## config.mk

```make
export PLATFORM = sky130hd
export DESIGN_NAME = move_input_ctrl
export DESIGN_NICKNAME = d
export VERILOG_FILES = /design/src/rtl/cattrap_pkg.sv /design/src/rtl/btn_debounce.sv /design/src/rtl/move_input_ctrl.sv
export SDC_FILE = /design/constraint.sdc
export NUM_CORES = 1
export LEC_CHECK = 0
export ABC_CLOCK_PERIOD_IN_PS = 8200
export CAP_MARGIN = 20
export CORE_ASPECT_RATIO = 1.75
export CORE_UTILIZATION = 60
export DETAILED_ROUTE_END_ITERATION = 6
export PLACE_DENSITY = 0.87
export SLEW_MARGIN = 15
export SYNTH_ARGS = -nofsm -noshare
export SYNTH_HDL_FRONTEND = slang
export SYNTH_HIERARCHICAL = 1
export SYNTH_SLANG_ARGS = --single-unit
```

## constraint.sdc

```tcl
create_clock -name clk -period 8.2 [get_ports clk]
set_input_delay 1.23 -clock clk [delete_from_list [all_inputs] [get_ports clk]]
set_output_delay 1.23 -clock clk [all_outputs]
set_load 0.01 [all_outputs]
```

## src/rtl/cattrap_pkg.sv

```systemverilog
// Shared types and helpers for the CatTrap input path: grid sizing, move FSM states and
// one-hot selection decoding.
package cattrap_pkg;

  localparam int unsigned GRID_N = 8;
  localparam int unsigned IDX_W  = $clog2(GRID_N);

  typedef enum logic [1:0] {
    StIdle,
    StCheck,
    StOffer,
    StWaitRelease
  } move_state_e;

  function automatic logic is_onehot(input logic [GRID_N-1:0] v);
    return $onehot(v);
  endfunction

  // Only meaningful when is_onehot(v) holds.
  function automatic logic [IDX_W-1:0] onehot_to_idx(input logic [GRID_N-1:0] v);
    logic [IDX_W-1:0] idx;
    idx = '0;
    for (int i = 0; i < GRID_N; i++) begin
      if (v[i]) idx = IDX_W'(i);
    end
    return idx;
  endfunction

endpackage

```

## src/rtl/btn_debounce.sv

```systemverilog
// Synchronises one raw button, debounces it into a stable level and emits a one-cycle
// pulse on each accepted press.
module btn_debounce #(
  parameter int unsigned DEBOUNCE_CYCLES = 1000000,
  parameter int unsigned SYNC_STAGES     = 2
) (
  input  logic clk_i,
  input  logic rst_ni,
  input  logic btn_i,
  output logic level_o,
  output logic press_o
);

  localparam int unsigned CNT_W = $clog2(DEBOUNCE_CYCLES + 1);

  logic [SYNC_STAGES-1:0] sync_q;
  logic [CNT_W-1:0]       cnt_q, cnt_d;
  logic                   stable_q, stable_d;
  logic                   press_q, press_d;
  logic                   btn_s;

  assign btn_s = sync_q[SYNC_STAGES-1];

  always_comb begin
    cnt_d    = cnt_q;
    stable_d = stable_q;
    press_d  = 1'b0;
    if (btn_s == stable_q) begin
      cnt_d = '0;
    end else if (cnt_q == CNT_W'(DEBOUNCE_CYCLES - 1)) begin
      stable_d = btn_s;
      cnt_d    = '0;
      press_d  = btn_s;
    end else begin
      cnt_d = cnt_q + 1'b1;
    end
  end

  always_ff @(posedge clk_i or negedge rst_ni) begin
    if (!rst_ni) begin
      sync_q   <= '0;
      cnt_q    <= '0;
      stable_q <= 1'b0;
      press_q  <= 1'b0;
    end else begin
      sync_q[0] <= btn_i;
      for (int i = 1; i < SYNC_STAGES; i++) sync_q[i] <= sync_q[i-1];
      cnt_q    <= cnt_d;
      stable_q <= stable_d;
      press_q  <= press_d;
    end
  end

  assign level_o = stable_q;
  assign press_o = press_q;

endmodule

```

## src/rtl/move_input_ctrl.sv

```systemverilog
// Conditions BtnC/BtnD and the Row/Col switch banks and offers one validated move per
// BtnD press to the game core over a valid/ready handshake.
module move_input_ctrl
  import cattrap_pkg::*;
#(
  parameter int unsigned DEBOUNCE_CYCLES = 1000000,
  parameter int unsigned SYNC_STAGES     = 2
) (
  input  logic              clk,
  input  logic              Reset_n,
  input  logic              BtnC,
  input  logic              BtnD,
  input  logic [GRID_N-1:0] Row,
  input  logic [GRID_N-1:0] Col,
  output logic              move_valid,
  input  logic              move_ready,
  output logic [IDX_W-1:0]  move_row,
  output logic [IDX_W-1:0]  move_col,
  output logic              sel_error,
  output logic              new_game
);

  logic c_level, c_press, d_level, d_press;
  logic unused_c_level;

  assign unused_c_level = c_level;

  btn_debounce #(
    .DEBOUNCE_CYCLES(DEBOUNCE_CYCLES),
    .SYNC_STAGES    (SYNC_STAGES)
  ) u_btn_c (
    .clk_i  (clk),
    .rst_ni (Reset_n),
    .btn_i  (BtnC),
    .level_o(c_level),
    .press_o(c_press)
  );

  btn_debounce #(
    .DEBOUNCE_CYCLES(DEBOUNCE_CYCLES),
    .SYNC_STAGES    (SYNC_STAGES)
  ) u_btn_d (
    .clk_i  (clk),
    .rst_ni (Reset_n),
    .btn_i  (BtnD),
    .level_o(d_level),
    .press_o(d_press)
  );

  logic [GRID_N-1:0] row_sync_q [SYNC_STAGES];
  logic [GRID_N-1:0] col_sync_q [SYNC_STAGES];
  logic [GRID_N-1:0] row_lat_q, row_lat_d, col_lat_q, col_lat_d;
  logic [IDX_W-1:0]  move_row_q, move_row_d, move_col_q, move_col_d;
  logic              move_valid_q, move_valid_d;
  logic              sel_error_q, sel_error_d;
  logic              new_game_q, new_game_d;
  move_state_e       state_q, state_d;

  always_comb begin
    state_d      = state_q;
    row_lat_d    = row_lat_q;
    col_lat_d    = col_lat_q;
    move_row_d   = move_row_q;
    move_col_d   = move_col_q;
    move_valid_d = move_valid_q;
    sel_error_d  = sel_error_q;
    new_game_d   = 1'b0;
    // BtnC overrides everything, including a BtnD press in the same cycle.
    if (c_press) begin
      new_game_d   = 1'b1;
      state_d      = StWaitRelease;
      move_valid_d = 1'b0;
      sel_error_d  = 1'b0;
    end else begin
      unique case (state_q)
        StIdle: begin
          if (d_press) begin
            row_lat_d = row_sync_q[SYNC_STAGES-1];
            col_lat_d = col_sync_q[SYNC_STAGES-1];
            state_d   = StCheck;
          end
        end
        StCheck: begin
          if (is_onehot(row_lat_q) && is_onehot(col_lat_q)) begin
            move_row_d   = onehot_to_idx(row_lat_q);
            move_col_d   = onehot_to_idx(col_lat_q);
            sel_error_d  = 1'b0;
            move_valid_d = 1'b1;
            state_d      = StOffer;
          end else begin
            sel_error_d = 1'b1;
            state_d     = StWaitRelease;
          end
        end
        StOffer: begin
          if (move_ready) begin
            move_valid_d = 1'b0;
            state_d      = StWaitRelease;
          end
        end
        StWaitRelease: begin
          if (!d_level) state_d = StIdle;
        end
        default: state_d = StIdle;
      endcase
    end
  end

  always_ff @(posedge clk or negedge Reset_n) begin
    if (!Reset_n) begin
      for (int i = 0; i < SYNC_STAGES; i++) begin
        row_sync_q[i] <= '0;
        col_sync_q[i] <= '0;
      end
      state_q      <= StIdle;
      row_lat_q    <= '0;
      col_lat_q    <= '0;
      move_row_q   <= '0;
      move_col_q   <= '0;
      move_valid_q <= 1'b0;
      sel_error_q  <= 1'b0;
      new_game_q   <= 1'b0;
    end else begin
      row_sync_q[0] <= Row;
      col_sync_q[0] <= Col;
      for (int i = 1; i < SYNC_STAGES; i++) begin
        row_sync_q[i] <= row_sync_q[i-1];
        col_sync_q[i] <= col_sync_q[i-1];
      end
      state_q      <= state_d;
      row_lat_q    <= row_lat_d;
      col_lat_q    <= col_lat_d;
      move_row_q   <= move_row_d;
      move_col_q   <= move_col_d;
      move_valid_q <= move_valid_d;
      sel_error_q  <= sel_error_d;
      new_game_q   <= new_game_d;
    end
  end

  assign move_valid = move_valid_q;
  assign move_row   = move_row_q;
  assign move_col   = move_col_q;
  assign sel_error  = sel_error_q;
  assign new_game   = new_game_q;

endmodule
```

Word-level counts from Yosys, hierarchy flattened
Cells that the tools add are included.
- add/subtract/negate cells: 16
- reduce and logical (&&, ||, !) cells: 10
- equal/unequal tests: 13
- bitwise operators: 3
- muxes and demuxes: 36
- operators by type and width (operator ; number):
    2-to-1 mux 20 bit ; 4
    adder 20 x 1 -> 20 bit (second input constant) ; 2
    == test 20 bit (second input constant) ; 2
    2-to-1 mux 3 bit ; 12
    adder 1 x 1 -> 2 bit ; 8
    2-to-1 mux 1 bit ; 14
    adder 2 x 2 -> 3 bit ; 4
    AND reduction 3 bit ; 4
    adder 3 x 3 -> 4 bit ; 2
    == test 4 x 1 -> 1 bit (second input constant) ; 2
    2-to-1 mux 2 bit ; 4
    one-hot mux 2 bit (4 select lines) ; 1
    inequality test 3 x 2 -> 1 bit (second input constant) ; 2
    == test 2 bit (second input constant) ; 2
    AND reduction 2 bit ; 2
    inequality test 3 x 1 -> 1 bit (second input constant) ; 1
    inequality test 3 bit (second input constant) ; 1
    NOT 1 bit ; 3
    nonzero test 3 bit ; 1
    == test 1 bit ; 2
    == test 2 x 1 -> 1 bit (second input constant) ; 1
    logical NOT 2 bit ; 1
    one-hot mux 1 bit (2 select lines) ; 1
    nonzero test 2 bit ; 1
    logical AND 1 bit ; 1
- flip-flop bits (word level): 107
- bits of input ports: 21
- logic and storage cells: 98
- output and inout bits: 9

Depth between registers and ports, before layout
Gate-level depths: netlist of the first run.
- depth after elaboration: 8
- mapped depth: 13

Cells and area by module
Netlist of the first run, hierarchy kept.
- by module, submodules not included (module ; seq. area each (um^2) ; area each (um^2) ; instances ; cells an instance):
    move_input_ctrl ; 1476.4 ; 2404.8 ; 1 ; 176
    btn_debounce ; 600.6 ; 1136.1 ; 2 ; 116

Worst setup path after synthesis of the first run
No wires, ideal clock.
- kind: register to register
- start: register row_lat_q[1]
- end: register move_col_q[1], in the netlist move_col[1]
- cell stages (with the launch flop): 14
- path buffers: 1
- slack: 4.419 ns
- period minus slack after synthesis: 3.781 ns
- library setup time: 0.125 ns
- data arrival time: 3.656 ns
- required time: 8.075 ns
- cells stage by stage: dfrtp_1 > inv_1 > fa_1 > fa_1 > fa_1 > inv_1 > ha_1 > inv_1 > fa_1 > a211o_1 > a211oi_4 > and3_1 > buf_6 > mux2_4
- word-level cells in the longest chain between the ends: 6
- ends and longest elaborated chain (what ; line ; RTL):
    start, declared ; move_input_ctrl.sv:52 ; logic [GRID_N-1:0] row_lat_q, row_lat_d, col_lat_q, col_lat_d;
    start signal, assigned ; move_input_ctrl.sv:131 ; row_lat_q <= row_lat_d;
    adder 1 x 1 -> 2 bit (implied by the code) ; cattrap_pkg.sv:16 ; return $onehot(v);
    adder 2 x 2 -> 3 bit (implied by the code) ; cattrap_pkg.sv:16 ;
    adder 3 x 3 -> 4 bit (implied by the code) ; cattrap_pkg.sv:16 ;
    == test 4 x 1 -> 1 bit ; cattrap_pkg.sv:16 ;
    logical AND 1 bit ; move_input_ctrl.sv:84 ; if (is_onehot(row_lat_q) && is_onehot(col_lat_q)) begin
    AND reduction 3 bit (no line) ; n/a ;
    end signal, assigned ; move_input_ctrl.sv:134 ; move_col_q <= move_col_d;
    end, declared ; move_input_ctrl.sv:53 ; logic [IDX_W-1:0] move_row_q, move_row_d, move_col_q, move_col_d;
Every way passes these cells.
A chain may end at the register's enable or synchronous reset.

Worst setup path after layout of the first run
- start: register row_lat_q[0]
- end: register move_row_q[1], in the netlist move_row[1]
- word-level cells in the longest chain between the ends: 6
- ends and longest elaborated chain (what ; line ; RTL):
    adder 1 x 1 -> 2 bit (implied by the code) ; cattrap_pkg.sv:16 ;
    adder 2 x 2 -> 3 bit (implied by the code) ; cattrap_pkg.sv:16 ;
    adder 3 x 3 -> 4 bit (implied by the code) ; cattrap_pkg.sv:16 ;
    == test 4 x 1 -> 1 bit ; cattrap_pkg.sv:16 ;
    logical AND 1 bit ; move_input_ctrl.sv:84 ;
    AND reduction 3 bit (no line) ; n/a ;
    end signal, assigned ; move_input_ctrl.sv:133 ; move_row_q <= move_row_d;
    end, declared ; move_input_ctrl.sv:53 ;
Every way passes these cells.

==> results of run 1 <==
[power groups by stage]
stage,Sequential [mW],Clock [mW],Combinational [mW]
CTS,0.545,0.429,0.0290
detailed placement,0.555,0,0.0289
finish,0.544,0.421,0.0281
global route,0.546,0.451,0.0319
floorplan,0.553,0,0.00687
global placement,0.554,0,0.0283
[final cells by class]
| class | instances | area (sq um) |
|---|---|---|
| clock inverter | 7 | 67.56 |
| sequential | 107 | 2678 |
| inverter | 44 | 165.2 |
| clock buffer | 9 | 225.2 |
| fill | 525 | 2237 |
| timing repair buffer | 32 | 310.3 |
| multi-input combinational | 244 | 1774 |
| tap | 88 | 110.1 |
[worst register-to-register path, stage by stage, from the launching register on]
cell      delay [ns]
dfrtp_1         0.36
inv_1           0.07
fa_1            0.55
fa_1            0.43
fa_1            0.45
inv_1           0.07
ha_1            0.17
inv_1           0.06
fa_1            0.40
a211o_1         0.32
a211oi_4        0.42
and3_1          0.39
mux2_4          0.33
[per-layer routing]
| metal | GRT usage | part of all wire |
|---|---|---|
| met4 | 0.09311 | 0.025 |
| met3 | 0.05888 | 0.033 |
| met2 | 0.4118 | 0.55 |
| met5 | 0 | 0 |
| met1 | 0.2730 | 0.39 |
[synth_stat cells, types with 3 or more instances]
master	instances
o21ai_0	14
and3_1	3
o31ai_1	8
fa_1	8
nand2_1	14
nor3_1	4
clkbuf_1	9
nand3_1	16
inv_1	44
ha_1	12
xnor2_1	12
buf_2	3
dfrtp_1	107
nor4_1	4
or3_2	6
a21oi_1	20
xor2_1	10
nand4_1	8
nor2_1	37
a31oi_1	7
or4_1	10
mux2_2	18
or3_1	4
[flip-flops by register name, indices dropped and copies added, names as in the netlist, 2 cells and up]
signal,cells
col_sync_q,16
u_btn_d/sync_q,2
col_lat_q,8
u_btn_d/cnt_q,20
state_q,2
row_sync_q,16
row_lat_q,8
u_btn_c/cnt_q,20
move_col,3
u_btn_c/sync_q,2
move_row,3
[cell families (layout without fill, tap and decap cells)]
family | after synthesis | count (layout)
AO/OA/AOI/OAI | 60 | 60
XOR/XNOR | 22 | 22
adder cells (fa/ha/maj) | 20 | 20
buffers and inverters | 57 | 92
flip-flops | 107 | 107
multiplexers | 20 | 20
AND/OR/NAND/NOR | 122 | 122
[metrics by stage]
stage                     power (mW)  setup WS, ns  instance area [sq um]  hold WS (ns)  instances
after floorplan               0.5599         4.419                   4677        0.3312        408
after global placement        0.5824         4.228                   5037        0.3321        515
after detailed placement      0.5838         4.115                   5037        0.3347        515
after CTS                      1.003         4.071                   5330        0.3507        531
after global routing           1.028         3.900                   5330        0.3667        531
final                         0.9934         4.073                   5330        0.3479        531
[how the worst max path moves through the flow]
stage                      start           to  slack [ns]  cells past startpoint
CTS                 row_lat_q[0]  move_row[1]        4.07                     12
detailed placement  row_lat_q[0]  move_col[1]        4.12                     12
floorplan           row_lat_q[1]  move_col[1]        4.42                     13
finish              row_lat_q[0]  move_row[1]        4.07                     12
global route        row_lat_q[0]  move_row[1]        3.90                     12
global placement    row_lat_q[1]  move_row[1]        4.23                     12
[placed cells by master, fill, tap and decap left out, types with 6 or more instances in the layout]
cell type / instances
ha_1: 12
inv_1: 44
mux2_2: 18
nand3_1: 16
o21ai_0: 12
nand4_1: 8
dfrtp_1: 107
or4_1: 10
xnor2_1: 12
or3_2: 6
nand2_1: 14
xor2_1: 10
clkbuf_16: 9
nor2_1: 37
a21oi_1: 20
a31oi_1: 7
o31ai_1: 8
clkdlybuf4s50_1: 28
fa_1: 8
==> impl_metrics.ini, run 1 <==
[cells_and_area]
drive_above_1_share = 0.1242
nNetsFinal = 479
utilization = 0.7044
diodes = 0
syn2layout_area_growth_pct = 13.96

[setup_path]
critPathRequiredTime_ns = 8.44
cp.arrival_ns = 4.36
path_cells = inv_1 > fa_1 > fa_1 > fa_1 > inv_1 > ha_1 > inv_1 > fa_1 > a211o_1 > a211oi_4 > and3_1 > mux2_4
cpPeakStageDelay_ns = 0.55
r2r_setup_slack_ns = 4.07
critPathKind = reg -> reg
crit_buf_inv = 3
rr_worst_depth = 12
r2r_end = move_row[1]
crit_family = adder cells
start_kind = register
worstPathMaxFanout = 9
worstReg2RegStart = row_lat_q[0]
cp-end-kind = register
cp_common_cell = fa_1
slowest_stage = fa_1

[global_routing]
grt_pass1_wl_mm = 14.35
grt_max_degree = 68
grt_pass1_vias = 3247
antenna_found_initial = 0
grt_use_total = 0.2388
grt.overflow.total = 0

[routing]
wl_mm = 8.374
drt-initial-drc-count = 121
antenna_left = 0
wl_per_cell_microns = 15.77
drc = 0
num_vias = 3105
first_pass_iters = 4
via_per_inst = 5.847

[min_path]
whs_endpoint = col_sync_q[0]
worstHoldPathType = reg -> reg
worstHoldStart = col_sync_q[8]
hold-path-cell-count = 0

[sta]
final_hold_viol_count = 0
relSlewSlack = 0.4509
timing.final.crit_share = 0.5033
fin_tns_setup_ns = 0
worst_pin_slew_ns = 0.8237
setup_viol_count_final = 0
rsz0062_at_grt = false
fin_skew_ns = 0.005748
period_needed_ns = 4.127
slew_viol_final = 0
max_freq_mhz = 242.3

[logic_synthesis]
yosysWarnings = 6
synth_top_flop_cell = dfrtp_1
synth_nets = 449
synth_simple_gate_area_frac = 0.1399
synthDominantCellAreaShare = 0.5725
synth_compound_area_frac = 0.08213
syn-instance-count = 408
synth_top_family_by_area = simple AND/OR/NAND/NOR gates
async_flop_share = 1.000
synthTopCellsByArea = dfrtp_1 57%, mux2_2 4.3%, inv_1 3.5%, fa_1 3.4%, ha_1 3.2%
synthMuxAreaShare = 0.04976
synth-seq-area-share = 0.5725
synth.distinct_cells = 43
synth-adder-area-share = 0.06635
synth_xor_area_frac = 0.04120
ys_seq_elements = 107
syn_avg_cell_area_sq_um = 11.46
synth_edf_count = 0
synth_area_sq_um = 4677
yosysTopAreaCell = dfrtp_1

[clock_tree]
cts-resized-gates = 0
ctsHtreeMaxLevel = 3
cts_setup_buffers = 0
clk_latency_ns = 0.35
cts.sinks = 107
cts_buffers = 9
ctsHoldBuffers = 0
cts_tree = done
clk_pin_slew_ns = 0.07
cts_max_path_buffers = 2
clock-root-buffer = clkbuf_16

[power]
clockPowerShare = 0.424
ir_drop_uv = 190.7
intPower_mw = 0.7653
sw_frac_of_total = 0.2296
seqPwrFrac = 0.548
switchingPower_mw = 0.2280
p_per_area_nw_per_um2 = 186.4
p_leak_nw = 2.319
pwr-share-comb = 0.028

[floorplan]
initial_core_util = 0.6181
fp.dieH_microns = 118.8
core_area_sq_um = 7567
die_w_microns = 68.74
ios = 30
dieArea_sq_um = 8166
num_rows = 42

[placed_design]
portBuffers = 29
hpwl_mm = 5.519
place.gp.congestion = 0.7857

[status]
status = complete, no violations

[job]
cap_violations = 0
Power figures use the tool's default switching activity.
==> run 2: changes to the inputs <==
- ABC_CLOCK_PERIOD_IN_PS: 8200 -> 4300
- CORE_UTILIZATION: 60 -> 59
- PLACE_DENSITY: 0.87 -> 0.85
- clock period: 8.2 -> 4.3 ns (I/O delays scaled with it)
==> run 2 against run 1 <==
  * Total power up 87%
  * Clock skew up 0.0020 ns
  * Sequential share of layout area up 0.071 points
  * Maximum frequency up 7.0%
  * Cell count up 0.19%
  * Hold slack worse by 0.0043 ns
  * Flip-flop and latch count unchanged
  * Cell area down 0.14%
  * Critical path depth unchanged
  * Critical endpoint is now move_col[1]
==> impl_metrics.ini, run 2 (synthesis gave the netlist of run 1 again) <==
[cells_and_area]
layout_common_cells = 107 x dfrtp_1, 44 x inv_1, 37 x nor2_1, 28 x clkdlybuf4s50_1, 20 x a21oi_1
nNetsFinal = 480
syn2layout_area_growth_pct = 13.80
drive_above_1_share = 0.1261
fin_cells = 532
reg.largest.list = u_btn_c/cnt_q x20, u_btn_d/cnt_q x20
final_common_cell = dfrtp_1
diodes = 0

[floorplan]
die_w_microns = 69.31
ios = 30
initial_core_util = 0.6138
num_rows = 42
dieArea_sq_um = 8301
fp.dieH_microns = 119.8
core_area_sq_um = 7620

[placed_design]
portBuffers = 29
place.gp.congestion = 0.8254
place_inst = 516
hpwl_mm = 5.946

[clock_tree]
cts.sinks = 107
ctsHtreeMaxLevel = 3
clk_latency_ns = 0.35
cts_tree = done
clock-root-buffer = clkbuf_16
ctsHoldBuffers = 0
cts_buffers = 9
clk_pin_slew_ns = 0.07
cts-resized-gates = 0
cts_max_path_buffers = 2
cts_setup_buffers = 0

[setup_path]
crit_family = adder cells
critPathRequiredTime_ns = 4.53
cp.depth = 12
crit_buf_inv = 3
worstPathMaxFanout = 6
slowest_stage = fa_1
path_cells = inv_1 > fa_1 > fa_1 > fa_1 > inv_1 > ha_1 > inv_1 > fa_1 > a211o_1 > a211oi_4 > and3_1 > mux2_4
cp.arrival_ns = 4.08
start_kind = register
rr_worst_depth = 12
critPathKind = reg -> reg
cp_common_cell = fa_1
cp-end-kind = register
cpPeakStageDelay_ns = 0.51

[sta]
setup_viol_count_final = 0
fin_skew_ns = 0.007739
relSlewSlack = 0.3995
rsz0062_at_grt = false
fin_tns_setup_ns = 0
slew_viol_final = 0
timing.final.crit_share = 0.8965
worst_pin_slew_ns = 0.9007
max_freq_mhz = 259.4
final_hold_viol_count = 0
period_needed_ns = 3.855

[job]
cap_violations = 0

[global_routing]
grt_use_total = 0.2199
antenna_found_initial = 0
grt_pass1_wl_mm = 14.28
grt.overflow.total = 0
grt_max_degree = 78
grt_pass1_vias = 3175

[routing]
antenna_left = 0
wl_per_cell_microns = 15.44
first_pass_iters = 4
wl_mm = 8.215
drc = 0
via_per_inst = 5.774
num_vias = 3072
drt-initial-drc-count = 123

[power]
ir_drop_uv = 252.0
p_leak_nw = 2.318
p_per_area_nw_per_um2 = 348.7

[min_path]
hold-path-cell-count = 0
worstHoldPathType = reg -> reg

[status]
status = complete, no violations
[run 2: worst paths after layout]
check	from	end	slack (ns)
setup reg to reg	row_lat_q[3]	move_col[1]	0.44
setup / recovery	row_lat_q[3]	move_col[1]	0.44
hold / removal	row_sync_q[11]	row_sync_q[3]	0.34
hold reg to reg	row_sync_q[11]	row_sync_q[3]	0.34
max in group asynchronous	Reset_n	u_btn_d/cnt_q[8]	2.92
min in group asynchronous	Reset_n	u_btn_d/cnt_q[13]	0.42
[run 2: report_power, final]
part	internal, mW	switching [mW]
Combinational	0.0222	0.0308
Clock	0.397	0.368
Sequential	1.03	0.0111
Total	1.45	0.410
[run 2: per-stage QoR]
step	hold slack [ns]	power (mW)	setup slack (ns)	util	instance area (sq um)
3_5_place_dp	0.3347	1.113	0.4686	0.6621	5045
2_1_floorplan	0.3312	1.068	0.5187	-	4677
6_report	0.3436	1.856	0.4449	0.6985	5323
4_1_cts	0.3507	1.874	0.4469	0.6985	5323
3_3_place_gp	0.3327	1.111	0.5482	0.6621	5045
5_1_grt	0.3573	1.915	0.2458	0.6985	5323
[run 2: layout make-up]
class                   count  area [sq um]
flip-flops and latches    107          2678
well taps                  88         110.1
clock buffers               9         225.2
inverters                  44         165.2
clock inverters             7         52.55
fillers                   533          2297
repair buffers             33         317.8
multi-input cells         244          1774
[run 2: layer usage]
metal	vias to the layer above	global-route usage	wire length [microns]
met4	0	0.1161	247
met5	-	0	0
met1	1532	0.2535	3209
met2	59	0.3896	4559
li1	1460	-	-
met3	21	0.03359	199
